--- config.mk ---
export PLATFORM = sky130hd
export DESIGN_NAME = wb_stage
export DESIGN_NICKNAME = d
export VERILOG_FILES = /design/src/rtl/wb_stage_pkg.sv /design/src/rtl/wb_pend_queue.sv /design/src/rtl/wb_stage.sv
export SDC_FILE = /design/constraint.sdc
export NUM_CORES = 1
export LEC_CHECK = 0
export CAP_MARGIN = 20
export CORE_ASPECT_RATIO = 0.6
export CORE_MARGIN = 4
export CORE_UTILIZATION = 49
export CTS_CLUSTER_SIZE = 28
export DETAILED_ROUTE_END_ITERATION = 12
export GPL_TIMING_DRIVEN = 0
export PLACE_DENSITY_LB_ADDON = 0.1
export SLEW_MARGIN = 30
export SYNTH_ARGS = -nofsm -noshare
export SYNTH_HDL_FRONTEND = slang
export SYNTH_SLANG_ARGS = --single-unit
--- constraint.sdc ---
create_clock -name clk -period 2.9 [get_ports clk]
set_clock_uncertainty 0.05 [all_clocks]
set_input_delay 0.435 -clock clk [delete_from_list [all_inputs] [get_ports clk]]
set_output_delay 0.435 -clock clk [all_outputs]
set_load 0.05 [all_outputs]
--- src/rtl/wb_stage_pkg.sv ---
// Shared register-file widths and write-back queue sizing.
package wb_stage_pkg;

    localparam int RegAddrBus = 5;
    localparam int RegDataBus = 32;
    localparam int WbQDepth   = 2;

    localparam logic [RegDataBus-1:0] ZeroWord  = '0;
    localparam logic [RegAddrBus-1:0] RegAddr_0 = '0;

endpackage

--- src/rtl/wb_pend_queue.sv ---
// Pending late-write FIFO: per-entry valid bit, kill-by-address,
// and two address lookups so decode can see outstanding writes.
module wb_pend_queue
    import wb_stage_pkg::*;
#(
    parameter int DW    = RegDataBus,
    parameter int AW    = RegAddrBus,
    parameter int DEPTH = WbQDepth
) (
    input  logic          clk,
    input  logic          rst,
    input  logic          push_i,
    input  logic [AW-1:0] push_addr_i,
    input  logic [DW-1:0] push_data_i,
    input  logic          pop_i,
    input  logic          kill_i,
    input  logic [AW-1:0] kill_addr_i,
    input  logic [AW-1:0] look1_i,
    input  logic [AW-1:0] look2_i,
    output logic          hit1_o,
    output logic          hit2_o,
    output logic          head_valid_o,
    output logic          head_occ_o,
    output logic [AW-1:0] head_addr_o,
    output logic [DW-1:0] head_data_o,
    output logic          ready_o,
    output logic          full_o
);

    localparam int PW = (DEPTH > 1) ? $clog2(DEPTH) : 1;
    localparam logic [PW:0] FULL = (PW+1)'(DEPTH);

    logic [DEPTH-1:0] vld_q, vld_d;
    logic [AW-1:0]    addr_q [DEPTH];
    logic [AW-1:0]    addr_d [DEPTH];
    logic [DW-1:0]    data_q [DEPTH];
    logic [DW-1:0]    data_d [DEPTH];
    logic [PW-1:0]    wptr_q, wptr_d;
    logic [PW-1:0]    rptr_q, rptr_d;
    logic [PW:0]      cnt_q, cnt_d;
    logic             keep;
    logic [DEPTH-1:0] m1, m2;

    // A push to $0, or to the address the stage is writing now, is
    // already superseded: complete the handshake but take no slot.
    assign keep = push_i && (push_addr_i != '0)
               && !(kill_i && (push_addr_i == kill_addr_i));

    always_comb begin
        vld_d  = vld_q;
        addr_d = addr_q;
        data_d = data_q;
        wptr_d = wptr_q;
        rptr_d = rptr_q;
        for (int i = 0; i < DEPTH; i++) begin
            if (kill_i && (addr_q[i] == kill_addr_i)) begin
                vld_d[i] = 1'b0;
            end
        end
        if (pop_i) begin
            vld_d[rptr_q] = 1'b0;
            rptr_d        = rptr_q + 1'b1;
        end
        if (keep) begin
            vld_d[wptr_q]  = 1'b1;
            addr_d[wptr_q] = push_addr_i;
            data_d[wptr_q] = push_data_i;
            wptr_d         = wptr_q + 1'b1;
        end
        cnt_d = cnt_q + {{PW{1'b0}}, keep} - {{PW{1'b0}}, pop_i};
    end

    always_ff @(posedge clk) begin
        if (!rst) begin
            vld_q  <= '0;
            wptr_q <= '0;
            rptr_q <= '0;
            cnt_q  <= '0;
            for (int i = 0; i < DEPTH; i++) begin
                addr_q[i] <= '0;
                data_q[i] <= '0;
            end
        end else begin
            vld_q  <= vld_d;
            addr_q <= addr_d;
            data_q <= data_d;
            wptr_q <= wptr_d;
            rptr_q <= rptr_d;
            cnt_q  <= cnt_d;
        end
    end

    always_comb begin
        m1 = '0;
        m2 = '0;
        for (int i = 0; i < DEPTH; i++) begin
            m1[i] = vld_q[i] && (addr_q[i] == look1_i);
            m2[i] = vld_q[i] && (addr_q[i] == look2_i);
        end
    end

    assign hit1_o       = rst && (look1_i != '0) && (|m1);
    assign hit2_o       = rst && (look2_i != '0) && (|m2);
    assign head_valid_o = vld_q[rptr_q];
    assign head_occ_o   = (cnt_q != '0);
    assign head_addr_o  = addr_q[rptr_q];
    assign head_data_o  = data_q[rptr_q];
    assign ready_o      = rst && (cnt_q < FULL);
    assign full_o       = rst && (cnt_q == FULL);

endmodule

--- src/rtl/wb_stage.sv ---
// Write-back stage: MEM/WB register plus merge of late multicycle
// results onto the single register-file write port.
module wb_stage
    import wb_stage_pkg::*;
#(
    parameter int DATA_W = RegDataBus,
    parameter int ADDR_W = RegAddrBus,
    parameter int QDEPTH = WbQDepth
) (
    input  logic              clk,
    input  logic              rst,
    input  logic              mem_wreg,
    input  logic [ADDR_W-1:0] mem_wd,
    input  logic [DATA_W-1:0] mem_wdata,
    input  logic              stall,
    input  logic              flush,
    input  logic              lr_valid,
    output logic              lr_ready,
    input  logic [ADDR_W-1:0] lr_addr,
    input  logic [DATA_W-1:0] lr_data,
    output logic              we,
    output logic [ADDR_W-1:0] waddr,
    output logic [DATA_W-1:0] wdata,
    input  logic [ADDR_W-1:0] raddr_1,
    input  logic [ADDR_W-1:0] raddr_2,
    output logic              pend_hit1,
    output logic              pend_hit2,
    output logic              q_full
);

    logic              wreg_q, wreg_d;
    logic [ADDR_W-1:0] wd_q, wd_d;
    logic [DATA_W-1:0] wdata_q, wdata_d;

    logic              kill, pop, push, rdy;
    logic              hv, occ;
    logic [ADDR_W-1:0] ha;
    logic [DATA_W-1:0] hd;

    always_comb begin
        wreg_d  = mem_wreg;
        wd_d    = mem_wd;
        wdata_d = mem_wdata;
        if (flush || stall) begin
            wreg_d  = 1'b0;
            wd_d    = '0;
            wdata_d = '0;
        end
    end

    always_ff @(posedge clk) begin
        if (!rst) begin
            wreg_q  <= 1'b0;
            wd_q    <= '0;
            wdata_q <= '0;
        end else begin
            wreg_q  <= wreg_d;
            wd_q    <= wd_d;
            wdata_q <= wdata_d;
        end
    end

    // Queued results are older than the stage write, so a stage write
    // to the same register makes them dead.
    assign kill     = wreg_q && (wd_q != '0);
    assign pop      = occ && (!hv || !wreg_q);
    assign push     = lr_valid && rdy;
    assign lr_ready = rdy;

    wb_pend_queue #(
        .DW    (DATA_W),
        .AW    (ADDR_W),
        .DEPTH (QDEPTH)
    ) u_q (
        .clk          (clk),
        .rst          (rst),
        .push_i       (push),
        .push_addr_i  (lr_addr),
        .push_data_i  (lr_data),
        .pop_i        (pop),
        .kill_i       (kill),
        .kill_addr_i  (wd_q),
        .look1_i      (raddr_1),
        .look2_i      (raddr_2),
        .hit1_o       (pend_hit1),
        .hit2_o       (pend_hit2),
        .head_valid_o (hv),
        .head_occ_o   (occ),
        .head_addr_o  (ha),
        .head_data_o  (hd),
        .ready_o      (rdy),
        .full_o       (q_full)
    );

    always_comb begin
        we    = 1'b0;
        waddr = '0;
        wdata = '0;
        if (rst) begin
            if (wreg_q) begin
                we    = 1'b1;
                waddr = wd_q;
                wdata = wdata_q;
            end else if (hv) begin
                we    = 1'b1;
                waddr = ha;
                wdata = hd;
            end
        end
    end

endmodule

; After elaboration in Yosys (flattened, before gate mapping)
; Cells that the tools add are included.
[word_totals]
wordCells = 102
in_bits = 90
output_inout_bits = 42
reg_bits = 118
[op_classes]
add_sub_neg = 4
muxes = 31
n_reduce_logical = 34
n_eq_ne = 8
n_bitwise = 6
n_lt_le_gt_ge = 8
[op_table]
columns = operator, n
row1 = two-way mux 32 bit, 7
row2 = bitwise mux 64 bit, 1
row3 = equality test 5 bit, 7
row4 = two-way mux 5 bit, 7
row5 = demux 32 bit (select 1 bit), 1
row6 = logical AND 1 bit, 21
row7 = nonzero test 5 bit, 4
row8 = bitwise mux 10 bit, 1
row9 = two-way mux 1 bit, 9
row10 = OR reduction 2 bit, 3
row11 = demux 5 bit (select 1 bit), 1
row12 = "greater-or-equal comparator 2 bit, second input constant", 2
row13 = "less-than comparator 1 x 2 -> 1 bit, second input constant", 2
row14 = two-way mux 2 bit, 2
row15 = NOT 1 -> 2 bit, 2
row16 = zero test 1 bit, 3
row17 = "adder 1 bit, second input constant", 2
row18 = adder 2 x 1 -> 2 bit, 1
row19 = bitwise AND 2 bit, 1
row20 = demux 1 bit (select 1 bit), 2
row21 = "equality test 2 bit, second input constant", 1
row22 = "greater-or-equal comparator 1 bit, second input constant", 2
row23 = logical OR 1 bit, 2
row24 = "less-than comparator 2 x 1 -> 1 bit, second input constant", 1
row25 = 6 further kinds, 6

; Logic depth before layout (Yosys ltp)
; Gate-level depths: netlist of run 1.
[depth]
ltp_word = 9
depth_mapped = 9
depth_no_buf = 8

; Cells and area by module
; Synthesis of run 1 repeated with hierarchy kept, for this count alone.
[hier_totals]
cells_unflattened = 628
hier_area_um2 = 5876.9
[by_module_without_submodules]
columns = module, area_per_inst_um2, seq_area_each_um2, instances, cells_each
row1 = wb_pend_queue, 4031.4, 1601.5, 1, 415
row2 = wb_stage, 1845.5, 760.7, 1, 213

; Least setup slack after synthesis of run 1
; Ideal clock, no wire load.
[synth_timing]
path_kind = register to output
start = reg u_q.rptr_q
end = out wdata[3]
t_arrival_ps = 1992
path_stages_with_launch = 7
required_ps = 2415
setup_slack_ps = 423
path_cell_list = dfxtp_1 > clkbuf_1 > buf_1 > mux2i_1 > nor3_1 > a21oi_1 > nor2b_1
[synth_between]
elab_chain_cells = 7
word_cells_on_any_way = 9
[synth_lines]
columns = item, line_no
row1 = start: declaration, wb_pend_queue.sv:39  ; logic [PW-1:0] rptr_q, rptr_d;
row2 = start signal: assignment, wb_pend_queue.sv:88  ; rptr_q <= rptr_d;
row3 = NOT 1 -> 2 bit (not written as such), wb_pend_queue.sv:107  ; assign head_data_o = data_q[rptr_q];
row4 = two-way mux 32 bit (not written as such) (3 in a row), wb_pend_queue.sv:107
row5 = two-way mux 32 bit *, wb_stage.sv:104  ; end else if (hv) begin
row6 = two-way mux 32 bit *, wb_stage.sv:100  ; if (wreg_q) begin
row7 = two-way mux 32 bit *, wb_stage.sv:99  ; if (rst) begin
row8 = end: declaration, wb_stage.sv:23  ; output logic [DATA_W-1:0] wdata,
; Every way passes the cells marked *; elsewhere a longest branch is shown, timed or not. The select of a mux whose other input is x is not followed.

; Final worst setup path of run 1
[layout_timing]
start = in rst
end = out lr_ready
[layout_between]
elab_chain_cells = 1
[layout_lines]
columns = item, line_no
row1 = start: declaration, wb_stage.sv:11  ; input logic rst,
row2 = logical AND 1 bit, wb_pend_queue.sv:108  ; assign ready_o = rst && (cnt_q < FULL);
row3 = end: declaration, wb_stage.sv:18  ; output logic lr_ready,
; Every way passes these cells.

==> flow_metrics.py, run 1 <==
metrics = {
    "run_status": {
        "status": "complete, no violations",
    },
    "clock_tree": {
        "cts_tree": "built",
        "cts.clk_slew.worst_paths_ns": 0.05,
        "clock_latency_ns": 0.41,
        "cts_hold_buf": 0,
        "clockBufferDepth": 2,
        "cts.sinks": 118,
        "htree_levels": 4,
        "cts-root-buf": "clkbuf_16",
        "cts_buffers": 17,
    },
    "synthesis": {
        "netlist_area_um2": 5570,
        "yosysSeqAreaShare_pct": 42.4,
        "synthXorXnorAreaFrac_pct": 5.98,
        "synth_cell_types": 35,
        "synth_top_family_by_area": "simple AND/OR/NAND/NOR gates",
        "synthAdderAreaFrac_pct": 0.450,
        "synth_compound_area_share_pct": 12.0,
        "muxShareOfSynthArea_pct": 7.04,
        "syn_nets": 769,
        "synthFlopType": "dfxtp_1",
        "synthArstFlopShare_pct": 0,
        "synth.avg_cell_area_um2": 8.22,
        "synth_edf_count": 0,
        "ys_ff_latch": 118,
        "yosys_warnings": 0,
        "syn_inst": 677,
        "synth_simple_gate_area_share_pct": 27.2,
    },
    "sta": {
        "min_period_ns": 2.82,
        "max_freq_ghz": 0.354,
        "finalCritPeriodShare_pct": 97.4,
        "setup_viol": 0,
        "slew_violations": 0,
        "fin_hold_ws_ns": 0.405,
        "rsz0062_at_grt": "no",
        "tns_ns": 0,
        "tightestPinTransition_ns": 0.612,
        "finalHoldViolCount": 0,
        "slew_headroom_pct": 59.2,
    },
    "layout": {
        "area_growth_pct": 37.5,
        "drive_above_1_share_pct": 11.6,
        "antenna_cells": 0,
        "fin_nets": 918,
        "postLayoutCellArea_um2": 7650,
        "fillers": 859,
        "stdcell_count": 978,
    },
    "floorplanning": {
        "initial_utilization_pct": 51.5,
        "die-area_um2": 13200,
        "dieWidth_um": 146,
        "io_pins": 132,
        "die_h_um": 90.6,
        "num_rows": 29,
        "core_um2": 10800,
    },
    "pwr": {
        "cellPowerDensity_nw_per_um2": 698,
        "p_total_uw": 5340,
        "power.leakage_uw": 0.00282,
        "peakVddDrop_v": 0.000495,
    },
    "min_path": {
        "whs_path_depth": 2,
        "hold_class": "flop to flop",
    },
    "placement": {
        "hpwl_mm": 12.9,
        "numPortBuffers": 131,
        "gp_congestion": 0.869,
        "place_area_um2": 7050,
        "dp_cells": 947,
    },
    "routing": {
        "drt-vias-per-instance": 5.56,
        "drc": 0,
        "first_iter_violations": 389,
        "routedWlPerCell_um": 18.1,
        "routed_wl_mm": 17.7,
        "drtAntennaViolNets": 0,
        "dr.pass1.iters": 7,
        "vias": 5435,
    },
    "worst_setup_path": {
        "start_kind": "input port",
        "worstSetupPathType": "input port to output pin",
        "worstPathRequired_ns": 2.41,
        "cp.arrival_ns": 2.34,
        "cp_max_fo": 5,
        "end_kind": "output pin",
        "worst_r2r_path_depth": 8,
    },
    "global_route": {
        "grt_start_max_net_pins": 17,
        "grt_overflow": 0,
        "grt_pass1_wl_mm": 27.8,
        "grt_antenna_before_repair": 0,
        "grt_pass1_vias": 5370,
        "track_usage_pct": 26.3,
    },
    "run": {
        "drv_cap": 0,
    },
}
==> flip-flops by register name, indices dropped and copies added (netlist names) <==
name and flops:
u_q.cnt_q 2, u_q.vld_q 2, u_q.rptr_q 1, wdata_q 32
u_q.addr_q 10, u_q.wptr_q 1, u_q.data_q 64, wreg_q 1
wd_q 5
==> through the flow <==
step | utilization (%) | setup slack (ns)
floorplan | - | 0.423
global placement | 65.2 | -0.548
detailed placement | 65.2 | -0.591
CTS | 71.2 | 0.00192
global route | 70.8 | 0.000512
finish | 70.8 | 0.0766
==> cells in the mapped netlist, drive strengths merged (6+ instances only) <==
cell,n,area (µm²)
xor2,22,193
a21oi,41,209
nor3,36,180
o21ai,78,390
and2,42,263
nand3,6,30.0
clkbuf,46,176
dfxtp,118,2360
nor2b,37,231
nand2,114,428
mux2i,38,380
buf,17,87.6
nand3b,37,278
xnor2,16,140
nor4,6,37.5
==> path summary, 6_finish.rpt <==
kind	end	slack [ns]	start
setup / recovery	lr_ready	0.08	rst
hold / removal	u_q.data_q[43]$_SDFFE_PN0P_	0.41	u_q.data_q[43]$_SDFFE_PN0P_
setup reg to reg	u_q.cnt_q[1]$_SDFF_PN0_	0.40	wd_q[1]$_SDFF_PP0_
hold reg to reg	u_q.data_q[43]$_SDFFE_PN0P_	0.41	u_q.data_q[43]$_SDFFE_PN0P_
==> kinds of logic (layout without fill, tap and decap cells) <==
kind of cell	Yosys count	after routing
AND/OR/NAND/NOR	288	288
multiplexers	39	39
buffers and inverters	65	227
XOR/XNOR	38	38
flip-flops	118	118
AO/OA/AOI/OAI	127	127
adder cells (fa/ha/maj)	2	2
==> critical path, stage by stage <==
cell             delay, ns
clkdlybuf4s50_1       0.55
nor2b_1               0.44
clkdlybuf4s50_1       0.91
==> layout by cell type, fill, tap and decap left out, types with 5 or more instances in the layout <==
cell type	instances
buf_4	5
xor2_1	22
clkbuf_1	31
a21oi_1	40
o21ai_0	78
clkdlybuf4s50_1	90
dlygate4sd2_1	8
xnor2_1	16
dfxtp_1	116
clkbuf_16	17
and2_1	42
nand2_1	114
nand3b_1	37
nor2b_1	37
clkinvlp_4	5
clkbuf_2	24
clkdlybuf4s15_2	22
nand3_1	6
nor3_1	36
buf_2	9
mux2i_1	37
nor4_1	6
==> report_power, final <==
group,internal (µW),switching [µW],leakage (µW)
clock,1390,762,0.000284
sequential,1780,115,0.000964
combinational,554,739,0.00157
==> per-layer routing <==
metal | GRT usage, % | wire (µm)
met3 | 8.07 | 1640
met5 | 0 | 0
met4 | 9.08 | 189
met1 | 37.7 | 8460
met2 | 37.3 | 7370
==> final cells by class <==
cell class                 instances  area [µm²]  share of cell area [%]
timing repair buffer             132        1280                    16.7
clock buffer                      20         457                    5.97
sequential                       118        2360                    30.9
inverter                           2        7.51                  0.0981
multi-input combinational        494        2940                    38.5
tap                              139         174                    2.27
clock inverter                    12         151                    1.98
buffer                            61         275                    3.60
==> what timing repair did <==
item                                    in CTS  in global routing
resized for setup                          105                 21
setup buffers                                1                  0
hold endpoints to repair                     0                  0
endpoints found under the setup margin      41                 21
cloned                                       0                  0
Note: power is estimated with default switching activity, not from simulation.
==> run 2, diff against run 1 <==
--- a/config.mk
+++ b/config.mk
@@ -12,6 +12,7 @@
 export CTS_CLUSTER_SIZE = 28
 export DETAILED_ROUTE_END_ITERATION = 12
 export GPL_TIMING_DRIVEN = 0
+export HOLD_SLACK_MARGIN = 0.1
 export PLACE_DENSITY_LB_ADDON = 0.1
 export SLEW_MARGIN = 30
 export SYNTH_ARGS = -nofsm -noshare
==> results of run 2 <==
Same layout as run 1: the final DEF is identical, and so are final timing and power.
